--- config.mk ---
export PLATFORM = sky130hd
export DESIGN_NAME = instruction_fetcher
export DESIGN_NICKNAME = d
export VERILOG_FILES = /design/src/rtl/instruction_fetcher.sv
export SDC_FILE = /design/constraint.sdc
export NUM_CORES = 1
export LEC_CHECK = 0
export CAP_MARGIN = 15
export CORE_ASPECT_RATIO = 0.9
export CORE_MARGIN = 2
export CORE_UTILIZATION = 28
export DETAILED_ROUTE_END_ITERATION = 10
export HOLD_SLACK_MARGIN = 0.06
export SYNTH_ARGS = -nofsm -noshare
export SYNTH_HDL_FRONTEND = slang
export SYNTH_SLANG_ARGS = --single-unit
--- constraint.sdc ---
create_clock -name clk_in -period 5.74 [get_ports clk_in]
set_input_delay 1.148 -clock clk_in [delete_from_list [all_inputs] [get_ports clk_in]]
set_output_delay 1.148 -clock clk_in [all_outputs]
set_load 0.02 [all_outputs]
--- src/rtl/instruction_fetcher.sv ---
// Instruction fetcher: issues fetch addresses to the instruction cache, accepts
// registered cache responses into a circular fetch queue, and presents the queue
// head to the decoder. One accepted instruction per two cycles at peak.
// Optional build macro: IFETCH_JAL_PREDICT_EN enables JAL target prediction.
module instruction_fetcher #(
    parameter int unsigned IFQ_DEPTH_LOG = 2,
    parameter logic [31:0] RESET_PC      = 32'h0
) (
    input  logic        clk_in,
    input  logic        rst_in,
    output logic [31:0] req_pc,
    input  logic [31:0] inst_in,
    input  logic        inst_valid_in,
    input  logic        flush_in,
    input  logic [31:0] flush_pc,
    input  logic        out_ready,
    output logic        out_valid,
    output logic [31:0] out_inst,
    output logic [31:0] out_pc,
    output logic [31:0] out_pred_pc
);

    localparam int unsigned XLEN  = 32;
    localparam int unsigned DEPTH = 1 << IFQ_DEPTH_LOG;
    localparam int unsigned CNT_W = IFQ_DEPTH_LOG + 1;

    logic [XLEN-1:0]          pc_q, pc_d;
    logic [XLEN-1:0]          last_pc_q, last_pc_d;
    logic                     last_vld_q, last_vld_d;
    logic [IFQ_DEPTH_LOG-1:0] head_q, head_d;
    logic [IFQ_DEPTH_LOG-1:0] tail_q, tail_d;
    logic [CNT_W-1:0]         count_q, count_d;

    // Queue storage; deliberately not reset, only the pointers are.
    logic [XLEN-1:0] ent_pc_q   [DEPTH];
    logic [XLEN-1:0] ent_inst_q [DEPTH];
    logic [XLEN-1:0] ent_pred_q [DEPTH];

    logic            full_c;
    logic            accept_c;
    logic            deq_c;
    logic [XLEN-1:0] next_pc_c;

    assign req_pc      = pc_q;
    assign out_valid   = (count_q != '0);
    assign out_inst    = ent_inst_q[head_q];
    assign out_pc      = ent_pc_q[head_q];
    assign out_pred_pc = ent_pred_q[head_q];

    // Accept/dequeue qualification; flush overrides both.
    always_comb begin
        full_c   = (count_q == CNT_W'(DEPTH));
        accept_c = inst_valid_in && last_vld_q && (last_pc_q == pc_q)
                   && !full_c && !flush_in;
        deq_c    = out_valid && out_ready && !flush_in;
    end

    // Predicted next fetch address for the instruction being accepted.
    always_comb begin
        next_pc_c = pc_q + XLEN'(4);
`ifdef IFETCH_JAL_PREDICT_EN
        if (inst_in[6:0] == 7'b1101111) begin
            next_pc_c = pc_q + {{11{inst_in[31]}}, inst_in[31], inst_in[19:12],
                                inst_in[20], inst_in[30:21], 1'b0};
        end
`endif
    end

    // Next-state for fetch PC, request tracking and queue pointers.
    always_comb begin
        pc_d       = pc_q;
        last_pc_d  = pc_q;
        last_vld_d = 1'b1;
        head_d     = head_q;
        tail_d     = tail_q;
        count_d    = count_q;
        if (flush_in) begin
            pc_d       = flush_pc;
            last_vld_d = 1'b0;
            head_d     = '0;
            tail_d     = '0;
            count_d    = '0;
        end else begin
            if (accept_c) begin
                pc_d       = next_pc_c;
                last_vld_d = 1'b0;
                tail_d     = tail_q + IFQ_DEPTH_LOG'(1);
            end
            if (deq_c) begin
                head_d = head_q + IFQ_DEPTH_LOG'(1);
            end
            count_d = count_q + CNT_W'(accept_c) - CNT_W'(deq_c);
        end
    end

    // Control state registers with asynchronous active-low reset.
    always_ff @(posedge clk_in or negedge rst_in) begin
        if (!rst_in) begin
            pc_q       <= RESET_PC;
            last_pc_q  <= '0;
            last_vld_q <= 1'b0;
            head_q     <= '0;
            tail_q     <= '0;
            count_q    <= '0;
        end else begin
            pc_q       <= pc_d;
            last_pc_q  <= last_pc_d;
            last_vld_q <= last_vld_d;
            head_q     <= head_d;
            tail_q     <= tail_d;
            count_q    <= count_d;
        end
    end

    // Queue entry write at the tail on accept.
    always_ff @(posedge clk_in) begin
        if (accept_c) begin
            ent_pc_q[tail_q]   <= pc_q;
            ent_inst_q[tail_q] <= inst_in;
            ent_pred_q[tail_q] <= next_pc_c;
        end
    end

endmodule

# ---- Yosys cells after proc, flatten, opt, wreduce, memory -nomap -nowiden
# Memories as Yosys holds them, arrays and structs flattened.
# Cells that the tools add are included.
dict set report word_totals {
  reg_bits 72
  mem_bits_rw 384
  inputBits 69
  n_memories 3
}
# name words word_bits read_ports rd_clocked_by_memory_dff write_ports line_no
set mem_list {}
lappend mem_list {ent_inst_q 4 32 1 0 1 36} ;# logic [XLEN-1:0] ent_inst_q [DEPTH];
lappend mem_list {ent_pc_q 4 32 1 0 1 35} ;# logic [XLEN-1:0] ent_pc_q [DEPTH];
lappend mem_list {ent_pred_q 4 32 1 0 1 37} ;# logic [XLEN-1:0] ent_pred_q [DEPTH];
dict set report classes {
  add_sub_neg 5
  eq_ne 2
  n_mux 11
  reduce_logical 11
}
# operator count
set ops {}
lappend ops {{$mux 32} 2}
lappend ops {{$add 32x3->32 const B} 1}
lappend ops {{$eq 32x32->1} 1}
lappend ops {{$mux 2} 4}
lappend ops {{$logic_and 1x1->1} 6}
lappend ops {{$add 2x1->2 const B} 2}
lappend ops {{$mux 1} 4}
lappend ops {{$reduce_bool 2->1} 2}
lappend ops {{$add 3x1->3} 1}
lappend ops {{$eq 3x3->1 const B} 1}
lappend ops {{$mux 3} 1}
lappend ops {{$reduce_bool 3->1} 1}
lappend ops {{$sub 3x1->3} 1}
lappend ops {{$logic_not 1->1} 2}

# ---- Longest topological paths before layout
# Gate-level depths: netlist (run 1).
dict set report logic_depth {
  ltp_word 7
  depth_mapped 14
  ltp_nobuf 13
}

# ---- Worst setup path before layout (run 1)
# No wires, ideal clock.
dict set report synth_timing {
  kind {input port to flip-flop}
  startpoint {input port inst_valid_in}
  endpoint {memory ent_inst_q[0][0] (enable)}
  setup_ps 463
  arrival_time_ps 4408
  t_required_ps 5277
  slack_ps 868
  stages 6
  path_buffers 0
  cell_sequence {nand2_1 nor3_1 nand4_1 or4_1 nor2_1 and2_1}
}
dict set report synth_via {
  elab_chain_cells 6
}
# element line_no
set synth_lines {}
lappend synth_lines {{from (decl)} 13} ;# input logic inst_valid_in,
lappend synth_lines {{$logic_and 1x1->1 (2 in a row)} 53} ;# accept_c = inst_valid_in && last_vld_q && (last_pc_q == pc_q)
lappend synth_lines {{$logic_and 1x1->1 (2 in a row)} 54} ;# && !full_c && !flush_in;
lappend synth_lines {{$mux 1} 117} ;# if (accept_c) begin
lappend synth_lines {{$mux 1 (implied by the code)} 119} ;# ent_inst_q[tail_q] <= inst_in;
lappend synth_lines {{to (decl)} 36}
# Every way passes these cells.

# ---- Worst setup path after layout (run 1)
dict set report layout_timing {
  startpoint {register head_q[0]}
  endpoint {output port out_pred_pc[21]}
}
dict set report layout_via {
  elab_chain_cells 1
}
# element line_no
set layout_lines {}
lappend layout_lines {{from (decl)} 30} ;# logic [IFQ_DEPTH_LOG-1:0] head_q, head_d;
lappend layout_lines {{from (signal assigned)} 102} ;# head_q <= '0;
lappend layout_lines {{from (signal assigned)} 109} ;# head_q <= head_d;
lappend layout_lines {{$mem_v2 4x32} -}
lappend layout_lines {{to (decl)} 20} ;# output logic [31:0] out_pred_pc
# Every way passes these cells.

==> qor.yml, run 1 <==
status: "finished clean"
synthAdderAreaFrac: 0.00618
die_h_um: 240
synth-seq-cells: 448
yosysMostFrequentCell: "edfxtp_1"
setup_violations: 0
drc: 0
synth_compound_area_frac: 0.0201
antenna_found_initial: 2
dieArea_um2: 64100
grt_max_degree: 73
max_stage_delay_ns: 0.99
drv_cap: 0
ys_seq_area_frac: 0.753
power_frac_comb: 0.045
syn_nets: 980
rsz0062_at_grt: "no"
crit_start: "head_q[0]$_DFFE_PN0P_"
startpoint_type: "register"
cts_tree: "yes"
drv_slew: 0
area_growth_pct: 25.4
drt-pass1-iter-count: 5
slew_headroom: 0.340
synth_flop_cell: "edfxtp_1"
async_flop_share: 0.161
ys_top_cells_by_count: "edfxtp_1, mux4_2, dfrtp_1"
path_max_fanout: 40
pwr-share-seq: 0.536
cts_resized: 0
ir_drop_mv: 0.197
post_drt_wl_per_cell_um: 22.6
syn_area_um2: 17400
core_area_um2: 61300
power_mw: 6.88
postLayoutCellArea_um2: 21800
synth_xor_area_frac: 0.0327
rr_startpoint: "req_pc[11]$_DFFE_PN0N_"
netlist_instances: 903
wirelength_mm: 44.0
worst_ep_arrival_time_ns: 3.17
synth_top_family_by_area: "multiplexers"
grt_overflow: 0
ff2ff_setup_slack_ns: 1.97
cts_inserted_buffers: 45
postCtsHoldBufs: 0
fillers: 5737
cts_sinks: 448
worstSkewPairLatency_ns: 0.58
grt_use_total: 0.137
yosysTopAreaCell: "edfxtp_1"
p_leak_nw: 6.90
synth_edf_count: 376
place_area_um2: 20400
cp_cell_sequence: "buf_4 > mux4_2 > clkdlybuf4s50_1"
nets: 1195
hold_violations: 0
fin_skew_ns: 0.0168
synth_top_area_share: 0.649
clock.fmax_mhz: 231
worst_path_dominant_cell_family: "buffers and inverters"
port_buffers: 197
synth_mux_area_frac: 0.124
tightest_slew_ns: 0.991
drive_gt1_frac: 0.166
clkPwrFrac: 0.419
place_hpwl_mm: 29.2
min_from: "tail_q[1]$_DFFE_PN0N_"
cp_num_buf_inv: 2
globalplace.congestion: 0.776
yosysUniqueCellTypes: 39
grt_pass1_vias: 9564
die_w_um: 267
crit_path_top_delay_cell: "dfrtp_4"
rows: 86
finalSetupTns_ns: 0
pin_count: 198
path_clk_slew_ns: 0.06
cp-end-kind: "output port"
holdCritPathClass: "register to register"
viasPerCell: 4.73
clockBufferDepth: 3
powerDensity_nw_per_um2: 315
postRouteAntennaNets: 0
crit_type: "register to output port"
vias: 9218
synth_warnings: 0
intPower_mw: 5.37
p_switching_mw: 1.51
synth-simple-area-share: 0.0484
period_share: 0.753
synth_area_per_cell_um2: 19.3
p_sw_frac: 0.220
cts_htree_levels: 2
root_buffer: "clkbuf_16"
cts_setup_buffers: 0
fin_crit_ns: 4.32
start_util: 0.284
ys_top_cells_by_area: "edfxtp_1, mux4_2, dfrtp_1"
grt_pass1_wl_mm: 64.1
cp_data_required_time_ns: 4.59
drt_iter0_drc: 690
cells in the final DEF (no fill, tap or decap), types with 4 or more instances in the layout:
cell             instances
nor2b_1                  6
or3_1                   26
o21ai_0                 20
inv_1                   12
edfxtp_1               376
or4_1                    5
dfrtp_1                 70
nor3_1                   4
a31oi_1                 26
nor2_1                  44
nand2_1                 23
mux4_2                  94
clkinv_2                 8
buf_12                   5
clkbuf_8                 5
xnor2_1                 29
nand4_1                 10
xor2_1                  36
clkinv_1                 8
clkbuf_1                10
nor4_1                  14
buf_4                   16
o21ai_1                  7
nand3_1                 15
and2_4                   4
clkbuf_16               46
clkdlybuf4s50_1        196
ha_1                     7
worst min-delay path, cell delays in order, from the launching register on:
cell and delay [ns]:
dfrtp_1 0.41, nand2_1 0.07, a21oi_1 0.05
per-stage QoR:
step                      worst slack [ns]  utilization  hold slack (ns)  cells
after floorplan                      0.868            -            0.467    903
after global placement                1.45        0.332            0.546   1863
after detailed placement              1.39        0.332            0.555   1863
after CTS                             1.27        0.356            0.567   1947
after global routing                  1.20        0.356            0.592   1947
final                                 1.42        0.356            0.577   1948
worst paths after layout:
check | endpoint | cells past startpoint
worst max-delay path | out_pred_pc[21] | 3
worst min register to register | tail_q[1]$_DFFE_PN0N_ | 2
worst min-delay path | tail_q[1]$_DFFE_PN0N_ | 2
worst max register to register | ent_inst_q[3][21]$_DFFE_PP_ | 7
max in group asynchronous | head_q[0]$_DFFE_PN0P_ | 1
min in group asynchronous | req_pc[27]$_DFFE_PN0N_ | 1
routing by layer:
layer,track usage,vias up,wire length [um]
li1,-,4038,-
met1,0.188,4824,19800
met2,0.214,294,20200
met3,0.0378,60,3170
met4,0.0375,2,889
met5,0,-,7
power groups by stage:
stage	Clock [mW]	Sequential [mW]	Combinational, mW
CTS	2.96	3.69	0.315
floorplan	0	3.74	0.128
detailed placement	0	3.76	0.313
global placement	0	3.75	0.306
global route	3.08	3.70	0.341
finish	2.89	3.69	0.310
cells by family (layout without fill, tap and decap cells):
logic type               after synthesis  in the layout
flip-flops                           448            448
adder cells (fa/ha/maj)                8              8
AO/OA/AOI/OAI                         60             60
buffers and inverters                 62            314
other                                  0              1
multiplexers                          98             98
AND/OR/NAND/NOR                      162            162
XOR/XNOR                              65             65
area by class of cell:
class	instances	area (um^2)	area share
Antenna cell	1	2.50	0.000115
Sequential cell	448	13100	0.600
Clock inverter	23	198	0.00906
Multi-Input combinational cell	393	4040	0.185
Tap cell	792	991	0.0454
Timing Repair Buffer	217	2180	0.100
Clock buffer	61	1260	0.0576
Inverter	13	48.8	0.00224
sequential cells by signal, indices dropped and copies added, names as in the netlist:
register / flops
tail_q: 2
ent_inst_q: 128
count_q: 3
head_q: 2
req_pc: 32
ent_pred_q: 120
last_vld_q: 1
last_pc_q: 32
ent_pc_q: 128
Note: power is estimated with default switching activity, not from simulation.
==> run 2, diff against run 1 <==
==> constraint.sdc (replaced) <==
create_clock -name clk_in -period 4.4 [get_ports clk_in]
set_input_delay 0.88 -clock clk_in [delete_from_list [all_inputs] [get_ports clk_in]]
set_output_delay 0.88 -clock clk_in [all_outputs]
set_load 0.02 [all_outputs]
==> run 2 against run 1 <==
  * Worst setup slack worse by 0.80 ns
  * Utilization up 0.43 points
  * Via count shrank 0.49%
  * Total power grew 30%
  * Sequential cell count did not move
  * Sequential share of layout area is 0.72 points lower
  * Count of clock-buffer cells in the layout up 3
  * Non-clock buffer count grew 23
  * Global-route usage shrank 0.52 points
  * Register-to-register slack got worse by 1.1 ns
  * Critical path depth unchanged
  * Critical path type unchanged
  * Largest cell class unchanged
  * Highest routed layer is now met4
==> qor.yml, run 2 (synthesized netlist as in run 1, its figures left out) <==
dieArea_um2: 64100
p_sw_frac: 0.217
cp_data_required_time_ns: 3.52
antenna_found_initial: 0
port_buffers: 197
worstSkewPairLatency_ns: 0.57
globalplace.congestion: 0.776
crit_start: "head_q[0]$_DFFE_PN0P_"
p_leak_nw: 7.03
worst_path_dominant_cell_family: "buffers and inverters"
ir_drop_mv: 0.231
path_max_fanout: 24
layout_common_cells: "edfxtp_1, clkdlybuf4s50_1, mux4_2, dfrtp_1, clkbuf_16"
largest_registers: "ent_inst_q: 128 flops, ent_pc_q: 128 flops, ent_pred_q: 120 flops"
cp_cell_sequence: "buf_4 > mux4_2 > clkdlybuf4s50_1"
cts_setup_buffers: 0
worst_ep_arrival_time_ns: 2.90
drv_slew: 0
setup_violations: 0
startpoint_type: "register"
cts_resized: 0
rr_startpoint: "req_pc[20]$_DFFE_PN0N_"
cts_sinks: 448
pin_count: 198
power_mw: 8.94
cts_htree_levels: 2
wirelength_mm: 42.6
die_h_um: 240
area_growth_pct: 26.9
drive_gt1_frac: 0.180
cts_inserted_buffers: 46
path_clk_slew_ns: 0.06
antennaDiodeCount: 0
pwr-share-seq: 0.532
powerDensity_nw_per_um2: 405
die_w_um: 267
grt_pass1_vias: 9596
grt_overflow: 0
rows: 86
drc: 0
clockBufferDepth: 3
grt_pass1_wl_mm: 62.5
post_drt_wl_per_cell_um: 21.6
drv_cap: 0
power_frac_comb: 0.053
nets: 1219
viasPerCell: 4.65
slew_headroom: 0.355
place_hpwl_mm: 28.7
whs_ns: 0.449
grt_max_degree: 73
holdCritPathClass: "primary input to asynchronous set/reset pin"
drt_iter0_drc: 694
period_share: 0.858
crit_path_top_delay_cell: "dfrtp_4"
drt-pass1-iter-count: 5
core_area_um2: 61300
vias: 9173
fin_skew_ns: 0.0223
clkPwrFrac: 0.415
postRouteAntennaNets: 0
p_switching_mw: 1.94
rsz0062_at_grt: "no"
start_util: 0.284
fin_crit_ns: 3.78
status: "finished clean"
final_common_cell: "edfxtp_1"
tightest_slew_ns: 0.968
crit_type: "register to output port"
root_buffer: "clkbuf_16"
finalSetupTns_ns: 0
hold_violations: 0
cp-end-kind: "output port"
cts_tree: "yes"
grt_use_total: 0.132
postCtsHoldBufs: 0
cp_num_buf_inv: 2
clock.fmax_mhz: 265
max_stage_delay_ns: 0.79
intPower_mw: 7.00
==> run 2: changes by cell type in the layout (fill, tap and decap cells not counted), moves of 2 or more <==
cell      before  now
buf_4         16   30
clkbuf_1      10   15
buf_12         5   14
clkbuf_8       5    2
clkinv_2       8   10
==> run 2: path summary, 6_finish.rpt <==
kind | to | slack [ns] | cells after the start
max reg2reg | count_q[2]$_DFF_PN0_ | 0.89 | 13
min reg2reg | last_pc_q[22]$_DFF_PN0_ | 0.46 | 0
min in group clk_in | last_pc_q[22]$_DFF_PN0_ | 0.46 | 0
max in group asynchronous | head_q[0]$_DFFE_PN0P_ | 3.22 | 1
min | req_pc[0]$_DFFE_PN0P_ | 0.45 | 1
max | out_pc[30] | 0.62 | 3
==> run 2: area by class of cell <==
cell class              count  area (um^2)
clock inverters            22          176
multi-input cells         393         4040
clock buffers              64         1260
inverters                  13         48.8
repair buffers            240         2470
fillers                  5733        39300
flip-flops and latches    448        13100
well taps                 792          991
==> run 2: per-stage QoR <==
step           area (um^2)  utilization  instances  setup WS (ns)
3_5_place_dp         20600        0.337       1886          0.417
6_report             22100        0.360       1972          0.623
3_3_place_gp         20600        0.337       1886          0.429
5_1_grt              22100        0.360       1972          0.453
2_1_floorplan        17400            -        903          0.797
4_1_cts              22100        0.360       1972          0.494
==> run 2: worst register-to-register path: stages, from the launching register on <==
cell	delay (ns)
dfrtp_1	0.54
xor2_1	0.25
nor4_1	0.31
nand3_1	0.18
or4_1	0.60
nor2_1	0.31
inv_1	0.08
ha_1	0.28
inv_1	0.07
ha_1	0.14
inv_1	0.05
fa_1	0.37
xnor2_1	0.16
nor2_1	0.05
==> run 2: per-layer routing <==
metal	up-vias	wire length, um	track usage
li1	4081	-	-
met1	4756	18700	0.180
met2	271	19900	0.210
met3	65	3140	0.0375
met4	0	779	0.0305
met5	-	0	0
==> run 2: power groups by stage <==
stage          Combinational, mW  Sequential [mW]  Clock [mW]
5_1_grt                    0.511             4.77        3.98
3_5_place_dp               0.474             4.85           0
6_report                   0.471             4.76        3.71
3_3_place_gp               0.465             4.85           0
2_1_floorplan              0.167             4.87           0
4_1_cts                    0.476             4.76        3.83
